`src/rtl/cursor_box_plotter.sv`:
```
// Renders the board pointer as a square outline on the VGA adapter pixel port:
// erases the previously drawn cell in background colour, then draws the new one.
module cursor_box_plotter #(
  parameter int unsigned CELL          = 7,
  parameter int unsigned ORIGIN_X      = 24,
  parameter int unsigned ORIGIN_Y      = 4,
  parameter logic [2:0]  CURSOR_COLOUR = 3'b100,
  parameter logic [2:0]  BG_COLOUR     = 3'b000
) (
  input  logic       clk,
  input  logic       resetn,
  input  logic [3:0] x_co,
  input  logic [3:0] y_co,
  output logic [7:0] vga_x,
  output logic [6:0] vga_y,
  output logic [2:0] colour,
  output logic       plot,
  output logic       busy
);

  localparam int unsigned CW = (CELL > 1) ? $clog2(CELL) : 1;
  localparam logic [CW-1:0] LAST = CW'(CELL - 1);

  typedef enum logic [1:0] {IDLE, ERASE, DRAW} state_t;

  state_t        state;
  logic [3:0]    x_s1, x_s2, y_s1, y_s2;
  logic [3:0]    drawn_x, drawn_y, target_x, target_y;
  logic [CW-1:0] dx, dy;

  logic [3:0]    cell_x, cell_y;
  logic [7:0]    px, py;
  logic          border, pass_end;
  logic [2:0]    pcol;

  // Pixel address and attributes for the current (dx,dy) of the active pass
  always_comb begin
    cell_x   = (state == DRAW) ? target_x : drawn_x;
    cell_y   = (state == DRAW) ? target_y : drawn_y;
    px       = 8'(ORIGIN_X) + 8'(cell_x) * 8'(CELL) + 8'(dx);
    py       = 8'(ORIGIN_Y) + 8'(cell_y) * 8'(CELL) + 8'(dy);
    border   = (dx == '0) || (dx == LAST) || (dy == '0) || (dy == LAST);
    pass_end = (dx == LAST) && (dy == LAST);
    pcol     = (state == DRAW) ? CURSOR_COLOUR : BG_COLOUR;
  end

  always_ff @(posedge clk or negedge resetn) begin
    if (!resetn) begin
      x_s1     <= '0;
      x_s2     <= '0;
      y_s1     <= '0;
      y_s2     <= '0;
      drawn_x  <= '0;
      drawn_y  <= '0;
      target_x <= '0;
      target_y <= '0;
      dx       <= '0;
      dy       <= '0;
      state    <= DRAW;
      vga_x    <= '0;
      vga_y    <= '0;
      colour   <= '0;
      plot     <= 1'b0;
      busy     <= 1'b1;
    end else begin
      x_s1 <= x_co;
      x_s2 <= x_s1;
      y_s1 <= y_co;
      y_s2 <= y_s1;
      case (state)
        IDLE: begin
          plot <= 1'b0;
          busy <= 1'b0;
          if ((x_s2 != drawn_x) || (y_s2 != drawn_y)) begin
            target_x <= x_s2;
            target_y <= y_s2;
            dx       <= '0;
            dy       <= '0;
            state    <= ERASE;
            busy     <= 1'b1;
          end
        end
        ERASE, DRAW: begin
          plot   <= border;
          vga_x  <= px;
          vga_y  <= py[6:0];
          colour <= pcol;
          busy   <= 1'b1;
          if (pass_end) begin
            dx <= '0;
            dy <= '0;
            if (state == ERASE) begin
              state <= DRAW;
            end else begin
              drawn_x <= target_x;
              drawn_y <= target_y;
              state   <= IDLE;
            end
          end else if (dx == LAST) begin
            dx <= '0;
            dy <= dy + CW'(1);
          end else begin
            dx <= dx + CW'(1);
          end
        end
        default: state <= IDLE;
      endcase
    end
  end

endmodule

```
`config.mk`:
```
export PLATFORM = sky130hd
export DESIGN_NAME = cursor_box_plotter
export DESIGN_NICKNAME = d
export VERILOG_FILES = /design/src/rtl/cursor_box_plotter.sv
export SDC_FILE = /design/constraint.sdc
export NUM_CORES = 1
export LEC_CHECK = 0
export CORE_MARGIN = 10
export CORE_UTILIZATION = 40
export CTS_CLUSTER_SIZE = 30
export DETAILED_ROUTE_END_ITERATION = 7
export SLEW_MARGIN = 10
export SYNTH_ARGS = -nofsm -noshare
export SYNTH_HDL_FRONTEND = slang
export SYNTH_SLANG_ARGS = --single-unit
```
`constraint.sdc`:
```
create_clock -name clk -period 4.5 [get_ports clk]
set_clock_uncertainty 0.2 [all_clocks]
set_input_delay 0.9 -clock clk [delete_from_list [all_inputs] [get_ports clk]]
set_output_delay 0.9 -clock clk [all_outputs]
set_load 0.02 [all_outputs]
```
==> summary.json <==
{
  "viasPerCell": {"value": 4.993},
  "worst_slack": {"value": 0.5072, "unit": "ns"},
  "syn-mean-instance-area": {"value": 12.08, "unit": "um^2"},
  "maxCapViolations": {"value": 0},
  "final.min_clock_period": {"value": 3.993, "unit": "ns"},
  "hp-class": {"value": "reg -> reg"},
  "endpoint": {"value": "vga_y[6]"},
  "via_count": {"value": 2037},
  "final_min_period_over_clock_period": {"value": 88.73, "unit": "%"},
  "maximum_number_of_pins_on_one_net_before_global_route_repair": {"value": 34},
  "layout.filler_cells": {"value": 739},
  "numPortBuffers": {"value": 27},
  "r2r-start": {"value": "state[1]"},
  "layout-drive-gt1-share": {"value": 17.97, "unit": "%"},
  "post_synth_instance_area": {"value": 3274, "unit": "um^2"},
  "drcViolationCount": {"value": 0},
  "area_delta_synth_final": {"value": 17.58, "unit": "%"},
  "instances_no_fill": {"value": 408},
  "drt-pass1-iter-count": {"value": 4},
  "gp_congestion": {"value": 0.7569},
  "critical_path.endpoint_type": {"value": "flip-flop"},
  "final_antenna_net_count": {"value": 0},
  "synth.distinct_cells": {"value": 49},
  "unrepaired_setup_endpoints_after_global_routing": {"value": "no"},
  "slew-limit-headroom": {"value": 58.61, "unit": "%"},
  "synth-seq-area-share": {"value": 44.40, "unit": "%"},
  "fp.dieW": {"value": 110.5, "unit": "um"},
  "worst-r2r-cell-count": {"value": 12},
  "ff_latch_count_synth": {"value": 58},
  "post_cts.resized_instances": {"value": 0},
  "placeableCoreArea": {"value": 7848, "unit": "um^2"},
  "placed_cells": {"value": 392},
  "leakagePower": {"value": 1.827, "unit": "nW"},
  "multi_input_comb_area": {"value": 1660, "unit": "um^2"},
  "cts.clk_slew.worst_paths": {"value": 0.07, "unit": "ns"},
  "outcome": {"value": "completed"},
  "antenna-diode-count": {"value": 0},
  "grt_overflow": {"value": 0},
  "hpwl": {"value": 4.310, "unit": "mm"},
  "h_tree_lvl_count": {"value": 3},
  "rows": {"value": 32},
  "power_density_normalized_to_cell_area": {"value": 714.3, "unit": "nW/um^2"},
  "tightestPinTransition": {"value": 0.6163, "unit": "ns"},
  "synth-main-ff-cell": {"value": "dfrtp_1"},
  "cts_setup_buffers": {"value": 0},
  "io_pins": {"value": 30},
  "detailedPlace.worstSlack": {"value": 0.4632, "unit": "ns"},
  "clock_insertion_delay_at_the_later_pin_of_the_skew_report": {"value": 0.34, "unit": "ns"},
  "slew_viol_final": {"value": 0},
  "yosys_warnings": {"value": 0},
  "wire_per_inst": {"value": 14.48, "unit": "um"},
  "cts-root-buf": {"value": "clkbuf_8"},
  "seq_area": {"value": 1454, "unit": "um^2"},
  "cts_num_sinks": {"value": 58},
  "critical_path.startpoint_type": {"value": "flip-flop"},
  "antenna_violations_before_repair": {"value": 0},
  "number_of_buffers_created_by_cts": {"value": 9},
  "cts_tree": {"value": "built"},
  "mostFrequentLayoutCell": {"value": "dfrtp_1"},
  "report.power.total": {"value": 2.750, "unit": "mW"},
  "timing.final.setup_violations": {"value": 0},
  "vdd.ir_drop.worst": {"value": 273.0, "unit": "uV"},
  "timing.hold.ws": {"value": 0.1506, "unit": "ns"},
  "cts_max_path_buffers": {"value": 2},
  "die_y": {"value": 110.5, "unit": "um"},
  "crit_fanout": {"value": 9},
  "worstPathRequired": {"value": 4.56, "unit": "ns"},
  "initial_core_util": {"value": 41.73, "unit": "%"},
  "final_hold_viol_count": {"value": 0},
  "totalNegativeSetupSlack": {"value": 0, "unit": "ns"},
  "synth_enable_flop_cells": {"value": 0},
  "worst_r2r_endpoint": {"value": "vga_y[6]"},
  "drt_first_iter_violations": {"value": 59},
  "global_route.usage.total": {"value": 10.58, "unit": "%"},
  "first_global_vias": {"value": 2203},
  "detail_route.wirelength": {"value": 5.909, "unit": "mm"},
  "grt_pass1_wl": {"value": 10.74, "unit": "mm"},
  "ctsHoldBuffers": {"value": 0},
  "crit_type": {"value": "reg -> reg"},
  "layout.cells.most_common_list": {"value": "dfrtp_1, ha_1, mux2_2"},
  "setup.worst_path.start": {"value": "state[1]"},
  "postSynthCellCount": {"value": 271},
  "hold_path.startpoint": {"value": "y_s1[2]"},
  "nets": {"value": 356},
  "design.die.area": {"value": 12200, "unit": "um^2"},
  "r2r_setup_slack": {"value": 0.51, "unit": "ns"},
  "fmax": {"value": 0.2505, "unit": "GHz"},
  "postSynth.asyncResetShare": {"value": 100.0, "unit": "%"},
  "worst-endpoint-arrival": {"value": 4.06, "unit": "ns"}
}
-- state kept, by name (all words and copies together), names as in the netlist, 2 cells and up --
signal / count
x_s2: 4
y_s2: 4
y_s1: 4
dy: 3
x_s1: 4
target_x: 4
dx: 3
target_y: 4
state: 2
vga_x: 8
drawn_x: 4
drawn_y: 4
vga_y: 7
-- metal layers --
| layer | vias to the layer above | global-route usage (%) | share of wire, % |
|---|---|---|---|
| li1 | 991 | - | - |
| met1 | 1001 | 13.59 | 48 |
| met4 | 0 | 5.181 | 2.0 |
| met3 | 9 | 3.187 | 4.3 |
| met5 | - | 0 | 0 |
| met2 | 36 | 15.77 | 45 |
-- kinds of logic after synthesis --
logic type               after synthesis  synth area share [%]
AO/OA/AOI/OAI                         38                 8.102
XOR/XNOR                              14                 3.745
adder cells (fa/ha/maj)               45                 19.49
buffers and inverters                 40                 5.006
flip-flops                            58                 44.40
multiplexers                          36                 12.15
other                                  1                0.1145
AND/OR/NAND/NOR                       39                 6.993
-- cells in the mapped netlist (2+ instances only) --
cell / n / area [um^2]
a21o_1: 3 / 22.52
a21oi_1: 9 / 45.04
a311oi_1: 2 / 17.52
a31oi_1: 3 / 18.77
and4_1: 2 / 17.52
buf_2: 2 / 10.01
buf_4: 3 / 22.52
clkbuf_1: 6 / 22.52
dfrtp_1: 56 / 1401
dfstp_2: 2 / 52.55
fa_1: 10 / 200.2
ha_1: 35 / 437.9
inv_1: 28 / 105.1
mux2_2: 30 / 337.8
mux2i_1: 6 / 60.06
nand2_1: 8 / 30.03
nand3_1: 2 / 10.01
nand4_1: 4 / 25.02
nor2_1: 9 / 33.78
nor2b_1: 3 / 18.77
o211ai_1: 3 / 22.52
o21ai_0: 4 / 20.02
o2bb2ai_1: 2 / 17.52
o311ai_0: 2 / 17.52
xnor2_1: 12 / 105.1
xor2_1: 2 / 17.52
-- report_power, final --
| part | switching, mW | leakage [nW] | internal (mW) |
|---|---|---|---|
| Sequential | 0.117 | 0.713 | 0.681 |
| Combinational | 0.752 | 1.01 | 0.661 |
| Clock | 0.214 | 0.109 | 0.325 |
-- critical path, cell delays in order, from the launching register on --
cell,delay [ns]
dfstp_2,0.56
ha_1,0.43
mux2i_1,0.40
inv_1,0.15
fa_1,0.47
ha_1,0.29
ha_1,0.31
inv_1,0.07
fa_1,0.45
nor2b_1,0.12
o21ai_0,0.11
a21o_1,0.19
a31oi_1,0.17
-- metrics by stage --
stage	utilization, %	area [um^2]
after floorplan	-	3278
after global placement	46.27	3631
after detailed placement	46.27	3631
after CTS	49.06	3850
after global routing	49.06	3850
final	49.06	3850
-- worst min-delay path by stage --
stage | cells past startpoint | slack, ns | endpoint
floorplan | 0 | 0.13 | x_s2[0]
global placement | 0 | 0.13 | y_s2[1]
detailed placement | 0 | 0.14 | y_s2[0]
CTS | 0 | 0.15 | y_s2[0]
global route | 0 | 0.16 | y_s2[0]
finish | 0 | 0.15 | y_s2[2]
-- final cells by class --
| class | count | share of cell area (%) |
|---|---|---|
| clock buffer | 11 | 3.672 |
| tap | 102 | 3.315 |
| clock inverter | 5 | 2.015 |
| sequential | 58 | 37.76 |
| inverter | 29 | 2.827 |
| timing repair buffer | 29 | 7.280 |
| multi-input combinational | 174 | 43.13 |
Power figures use the tool's default switching activity.
